--- src/rtl/fifo_rd_fwft.sv ---
// Read-side controller of the dual-clock FIFO: read pointers, empty flag,
// first-word-fall-through output register and read-side fill level.
module fifo_rd_fwft #(
    parameter int P_SIZE = 4,
    parameter int D_SIZE = 8
) (
    input  logic              r_clk,
    input  logic              r_rstn,
    input  logic [P_SIZE-1:0] sync_wr_ptr,
    input  logic [D_SIZE-1:0] mem_rdata,
    input  logic              r_ready,
    output logic [P_SIZE-2:0] r_addr,
    output logic [P_SIZE-1:0] gray_r_ptr,
    output logic [D_SIZE-1:0] r_data,
    output logic              r_valid,
    output logic              empty,
    output logic [P_SIZE-1:0] r_level
);

    logic [P_SIZE-1:0] r_ptr;
    logic [P_SIZE-1:0] r_ptr_next;
    logic [P_SIZE-1:0] wr_bin;
    logic              pop;

    assign r_addr     = r_ptr[P_SIZE-2:0];
    assign r_ptr_next = r_ptr + P_SIZE'(1);
    assign empty      = (gray_r_ptr == sync_wr_ptr);
    assign pop        = !empty && (!r_valid || r_ready);

    // Gray to binary: each bit is the XOR of all Gray bits at or above it
    always_comb begin
        wr_bin = '0;
        for (int i = 0; i < P_SIZE; i++) begin
            wr_bin[i] = ^(sync_wr_ptr >> i);
        end
    end

    assign r_level = wr_bin - r_ptr;

    always_ff @(posedge r_clk or negedge r_rstn) begin
        if (!r_rstn) begin
            r_ptr      <= '0;
            gray_r_ptr <= '0;
            r_data     <= '0;
            r_valid    <= 1'b0;
        end else if (pop) begin
            r_ptr      <= r_ptr_next;
            gray_r_ptr <= (r_ptr_next >> 1) ^ r_ptr_next;
            r_data     <= mem_rdata;
            r_valid    <= 1'b1;
        end else if (r_ready) begin
            r_valid    <= 1'b0;
        end
    end

endmodule

--- config.mk ---
export PLATFORM = sky130hd
export DESIGN_NAME = fifo_rd_fwft
export DESIGN_NICKNAME = d
export VERILOG_FILES = /design/src/rtl/fifo_rd_fwft.sv
export SDC_FILE = /design/constraint.sdc
export NUM_CORES = 1
export LEC_CHECK = 0
export CAP_MARGIN = 20
export CORE_UTILIZATION = 39
export CTS_CLUSTER_DIAMETER = 60
export DETAILED_ROUTE_END_ITERATION = 8
export PLACE_DENSITY_LB_ADDON = 0.12
export SLEW_MARGIN = 20
export SYNTH_ARGS = -nofsm -noshare
export SYNTH_HDL_FRONTEND = slang
export SYNTH_SLANG_ARGS = --single-unit
--- constraint.sdc ---
create_clock -name r_clk -period 2.25 [get_ports r_clk]
set_input_delay 0.3375 -clock r_clk [delete_from_list [all_inputs] [get_ports r_clk]]
set_output_delay 0.3375 -clock r_clk [all_outputs]
set_load 0.03 [all_outputs]
==> metrics, run 1 <==
TritonCTS Buffers 3; slowest CP cell ha_2; input/output buffers 35; top cell type's share of synthesized area 0.454; Synth Area per Inst about 13 um2; first-pass GRT wire length 3160 um; routed len/inst 12.8 um; #FFs+latches synth 16; synthesis-to-layout area growth 61.3%; Detail Route Antenna Nets 0; max incr delay on CP 230 ps; Max H-tree Level 1; worst-skew pair later-pin latency 270 ps; CTS sink cnt 16; drt pass-1 iters 4; PwrDens 1540 mW/mm2; die height 49.6 um; crit path max fanout 3; worst path cell trace buf_8, xor2_4, xnor2_2, xor2_1, ha_2, inv_2, a21o_1, a21oi_2, xor2_2, buf_6; setup ws final -5.49 ps; number of global-route vias before repair 729; max cap viols 0; Final Net Count 139; Post-DP HPWL 1330 um; Critical Path AT between 1500 and 2000 ps; VDD IR-drop max ~0.0010 V; fin cells 144; # hold bufs at CTS 0; Diodes inserted 0; failing checks setup timing; CTS tree built; clk_skew 2.77 ps; post-synth top area cell dfrtp_1; die area roughly 0.0025 mm2; Fill cells ~170; Tot GR Track Use 0.172; Finished Cell Area 0.00142 mm2; minimum clock period 2260 ps; worst hold path class primary input to asynchronous set/reset pin; Distinct cells, synth 18; Ports 36; RSZ-0062 raised after global routing yes; post-synthesis cell count 69; setup violators final 1; Overall Power 2.18 mW; sequential cell area fraction in the yosys report 0.454; Starting Density 0.432; Slew Limit Headroom 0.524; leakage power 0.638 nW; leading post-synthesis cells by cell area dfrtp_1 (45%), xor2_1 (8.9%), mux2_4 (8.5%); CORE AREA 0.00204 mm2; routed wire length 1840 um; antenna violations before repair 0; final hold viol count 0; routability cong. ~0.75; Cell Area, Placed 0.00132 mm2; Iter 0 DRT Violations 2; GRT overflow 0; required time worst endpoint 1910 ps; Synth warnings 0; measured slew at the worst slew-check pin 712 ps; vias post-DR 684; placed cells 138; Synth Cell Area approximately 880 um2; Slew Viols, Final 0; die width 49.6 um; Final period util 1.00; outcome complete, but fails checks; Setup crit start kind primary input; largest net degree at the start of global routing 17; clock root buffer clkbuf_4; fraction of layout cells with a size suffix above 1 0.376; vias per inst 4.75; CP Capture Type output port; Syn Nets 89; Max clock buf depth 2; number of cell rows 16; clock-pin slew on the worst setup and hold paths approximately 90 ps; fmax 443 MHz; drt drc 0; critical path type primary input to output port
## stage by stage
stage / hold WS [ps] / setup slack (ps) / TNS, ps / util
after global placement: 489 / -435 / -1180 / 0.645
final: 485 / -5.49 / -5.49 / 0.697
after global routing: 537 / -64.2 / -76.3 / 0.697
after CTS: 503 / -6.75 / -6.75 / 0.681
after detailed placement: 500 / -498 / -1340 / 0.645
after floorplan: 41.9 / 14.7 / 0 / -
## where the power goes
group,total [mW],internal (mW),switching [mW]
logic,1.51,0.747,0.766
clock network,0.142,0.0620,0.0802
registers,0.528,0.404,0.124
total,2.18,1.21,0.971
## what timing repair did
item                                   4_1_cts  5_1_grt
resized for setup                           21        6
buffers inserted                             1        2
pin swaps                                    6        7
setup endpoints to repair                    4        3
endpoints found under the hold margin        0        0
## placed cells by master (no fill, tap or decap), types with 2 or more instances in the layout
cell type,n
clkdlybuf4s50_1,27
dfrtp_1,16
buf_4,14
xor2_1,7
xnor2_1,6
mux2_2,6
mux2_4,5
nand2_1,5
inv_1,4
clkbuf_4,3
xnor2_2,2
inv_2,2
ha_1,2
buf_8,2
buf_6,2
## layout make-up
cell class              count  area [um2]  share of cell area
repair buffers             47         453               0.318
clock buffers               3        22.5              0.0158
inverters                   6        22.5              0.0158
well taps                  27        33.8              0.0237
flip-flops and latches     16         400               0.281
multi-input cells          45         490               0.345
## critical path: cells and delay by family
| family | cells | cell delay [ps] |
|---|---|---|
| XOR/XNOR | 4 | 730 |
| AO/OA/AOI/OAI | 2 | 320 |
| buffers and inverters | 3 | 290 |
| adder cells (fa/ha/maj) | 1 | 230 |
## logic make-up (layout without fill, tap and decap cells)
kind of cell,Yosys count,in the layout,synth area share
XOR/XNOR,17,17,0.169
flip-flops,16,16,0.454
multiplexers,11,11,0.162
AND/OR/NAND/NOR,8,8,0.0426
buffers and inverters,8,56,0.0610
adder cells (fa/ha/maj),5,5,0.0794
AO/OA/AOI/OAI,4,4,0.0326
## sequential cells by signal (all words and copies together) (netlist names)
name	flops
gray_r_ptr	4
r_ptr	3
r_valid	1
r_data	8
## layer usage
metal,track usage,routed length (um),vias to the layer above
met1,0.211,762,333
met4,0.0714,18,0
li1,-,-,326
met5,0,0,-
met2,0.304,998,23
met3,0.0185,62,2
## cells in the mapped netlist (all sizes together)
library cell  count
o21ai             1
dfrtp            16
o41a              1
xor2              9
nand2b            1
nand2             5
a21oi             1
buf               2
nor4              1
a21o              1
xnor2             8
nand4             1
mux2             11
fa                1
ha                4
inv               6
## worst paths after layout
path                                      from  cells after the start  slack, ps         end
worst max-delay path            sync_wr_ptr[3]                     10         -5  r_level[3]
worst min-delay path                    r_rstn                      1        480    r_ptr[2]
worst max register to register   gray_r_ptr[3]                      4        540   r_data[6]
worst min register to register       r_data[2]                      1        520   r_data[2]
max in group asynchronous               r_rstn                      1       1320    r_ptr[0]
min in group r_clk                   r_data[2]                      1        520   r_data[2]
No activity file was read; power rests on OpenSTA's default activity.
==> run 2, diff against run 1 <==
--- a/config.mk
+++ b/config.mk
@@ -8,6 +8,7 @@
 export CAP_MARGIN = 20
 export CORE_UTILIZATION = 39
 export CTS_CLUSTER_DIAMETER = 60
+export CTS_CLUSTER_SIZE = 30
 export DETAILED_ROUTE_END_ITERATION = 8
 export PLACE_DENSITY_LB_ADDON = 0.12
 export SLEW_MARGIN = 20
==> results of run 2 <==
The final DEF is identical to that of run 1; final timing and power are the same.
==> run 3, diff against run 2 <==
==> constraint.sdc (replaced) <==
create_clock -name r_clk -period 2.25 [get_ports r_clk]
set_input_delay 0.45 -clock r_clk [delete_from_list [all_inputs] [get_ports r_clk]]
set_output_delay 0.45 -clock r_clk [all_outputs]
set_load 0.03 [all_outputs]
==> metrics, run 3 (synthesis gave the netlist of run 1 again) <==
outcome complete, but fails checks (unchanged); failing checks setup timing (unchanged); Max H-tree Level 1 (unchanged); setup ws final -234 ps (was -5.49 ps); clk_skew 4.93 ps (was 2.77 ps); minimum clock period 2480 ps (was 2260 ps); drt drc 0 (unchanged); worst path buffer plus inverter count 4 (was 3); Diodes inserted 0 (unchanged); HP Start r_data[2]; drt pass-1 iters 2 (was 4); largest registers r_data (8), gray_r_ptr (4), r_ptr (3) (unchanged); die area 0.00246 mm2 (unchanged); fraction of layout cells with a size suffix above 1 0.387 (was 0.376); routed wire length 1810 um (was 1840 um); largest net degree at the start of global routing 17 (unchanged); first-pass GRT wire length 3130 um (was 3160 um); R2R Setup Slk 530 ps (was 540 ps); CP Depth 9 (was 10); Largest register FFs 8 (unchanged); VDD IR-drop max 0.000940 V (was 0.00103 V); Overall Power 2.39 mW (was 2.18 mW); Iter 0 DRT Violations 4 (was 2); leakage power 0.667 nW (was 0.638 nW); Min-Delay Endpoint r_data[2]; worst-skew pair later-pin latency 280 ps (was 270 ps); register with the most flip-flops r_data (unchanged); Starting Density 0.432 (unchanged); required time worst endpoint 1800 ps (was 1910 ps); max cap viols 0 (unchanged); Tot GR Track Use 0.171 (was 0.172); antenna violations before repair 0 (unchanged); clock root buffer clkbuf_4 (unchanged); number of global-route vias before repair 707 (was 729); critical path type primary input to output port (unchanged); Final Net Count 140 (was 139); R2R Path Start gray_r_ptr[3] (unchanged); Slew Limit Headroom 0.531 (was 0.524); final hold viol count 0 (unchanged); fmax 403 MHz (was 443 MHz); fin cells 146 (was 144); worst hold path stage count 1; worst path cell trace buf_8, xor2_4, xnor2_2, xor2_1, ha_2, buf_6, fa_2, inv_2, buf_6 (was buf_8, xor2_4, xnor2_2, xor2_1, ha_2, inv_2, a21o_1, a21oi_2, xor2_2, buf_6); Max clock buf depth 2 (unchanged); commonest non-fill, non-tap cell in the layout clkdlybuf4s50_1 (unchanged); GRT overflow 0 (unchanged); CP Capture Type output port (unchanged); synthesis-to-layout area growth 69.5% (was 61.3%); worst hold path class register to register (was primary input to asynchronous set/reset pin); Ports 36 (unchanged); die width 49.6 um (unchanged); crit-path leading delay family adder cells (was XOR/XNOR gates); setup_tns -688 ps (was -5.49 ps); Setup crit start kind primary input (unchanged); most frequent CP cell buf_6; R2R depth 4 (unchanged); setup violators final 3 (was 1); DP Worst Slack -752 ps (was -498 ps); vias post-DR 665 (was 684); CORE AREA 0.00204 mm2 (unchanged); clock-pin slew on the worst setup and hold paths 90 ps (about the same); most frequent cells in the layout clkdlybuf4s50_1 (26), dfrtp_1 (16), buf_4 (13) (was clkdlybuf4s50_1 (27), dfrtp_1 (16), buf_4 (14)); Critical Path AT 2030 ps (was 1920 ps); r2r endpoint gray_r_ptr[0] (was r_data[6]); max incr delay on CP 420 ps (was 230 ps); measured slew at the worst slew-check pin 701 ps (was 712 ps); Post-DP HPWL 1400 um (was 1330 um); routability cong. 0.715 (was 0.750); vias per inst 4.55 (was 4.75); Cell Area, Placed 0.00137 mm2 (was 0.00132 mm2); slowest CP cell fa_2 (was ha_2); CTS sink cnt 16 (unchanged); die height 49.6 um (unchanged); # hold bufs at CTS 0 (unchanged); PwrDens 1600 mW/mm2 (was 1540 mW/mm2); TritonCTS Buffers 3 (unchanged); number of cell rows 16 (unchanged); crit path max fanout 2 (was 3); Final period util 1.10 (was 1.00); Finished Cell Area 0.00150 mm2 (was 0.00142 mm2); input/output buffers 35 (unchanged); Detail Route Antenna Nets 0 (unchanged); RSZ-0062 raised after global routing yes (unchanged); routed len/inst 12.4 um (was 12.8 um); placed cells 139 (was 138); CTS tree built (unchanged); Slew Viols, Final 0 (unchanged)
run 3: final cells by class:
cell class,instances,area [um2]
sequential,16,400
tap,27,33.8
fill,160,547
clock buffer,4,36.3
inverter,6,22.5
timing repair buffer,48,475
multi-input combinational,45,527
run 3: routing by layer:
metal | global-route usage | vias to the layer above | wire length [um]
met1 | 0.196 | 319 | 770
met2 | 0.302 | 18 | 955
met5 | 0 | - | 0
li1 | - | 326 | -
met3 | 0.0401 | 2 | 65
met4 | 0.0714 | 0 | 18
run 3: how the worst max path moves through the flow:
| stage | slack (ps) | from | endpoint |
|---|---|---|---|
| 2_1_floorplan | -60 | sync_wr_ptr[3] | r_level[2] |
| 3_3_place_gp | -650 | sync_wr_ptr[3] | r_level[3] |
| 3_5_place_dp | -750 | sync_wr_ptr[3] | r_level[3] |
| 4_1_cts | -310 | sync_wr_ptr[2] | r_level[3] |
| 5_1_grt | -270 | sync_wr_ptr[3] | r_level[3] |
| 6_report | -230 | sync_wr_ptr[3] | r_level[1] |
run 3: power breakdown:
part           internal, mW  switching, mW  total [mW]
clock network        0.0984         0.0865       0.185
logic                 0.841          0.846        1.69
registers             0.404          0.111       0.515
total                  1.34           1.04        2.39
run 3: what timing repair did:
action                     4_1_cts  5_1_grt
gates cloned                     0        0
setup endpoints to repair        5        4
resized for setup               21        5
pin swaps                        8        9
setup buffers                    3        0
run 3: per-stage QoR:
stage / util / hold slack [ps]
after floorplan: - / 154
after global placement: 0.672 / 490
after detailed placement: 0.672 / 492
after CTS: 0.722 / 515
after global routing: 0.732 / 528
final: 0.732 / 513
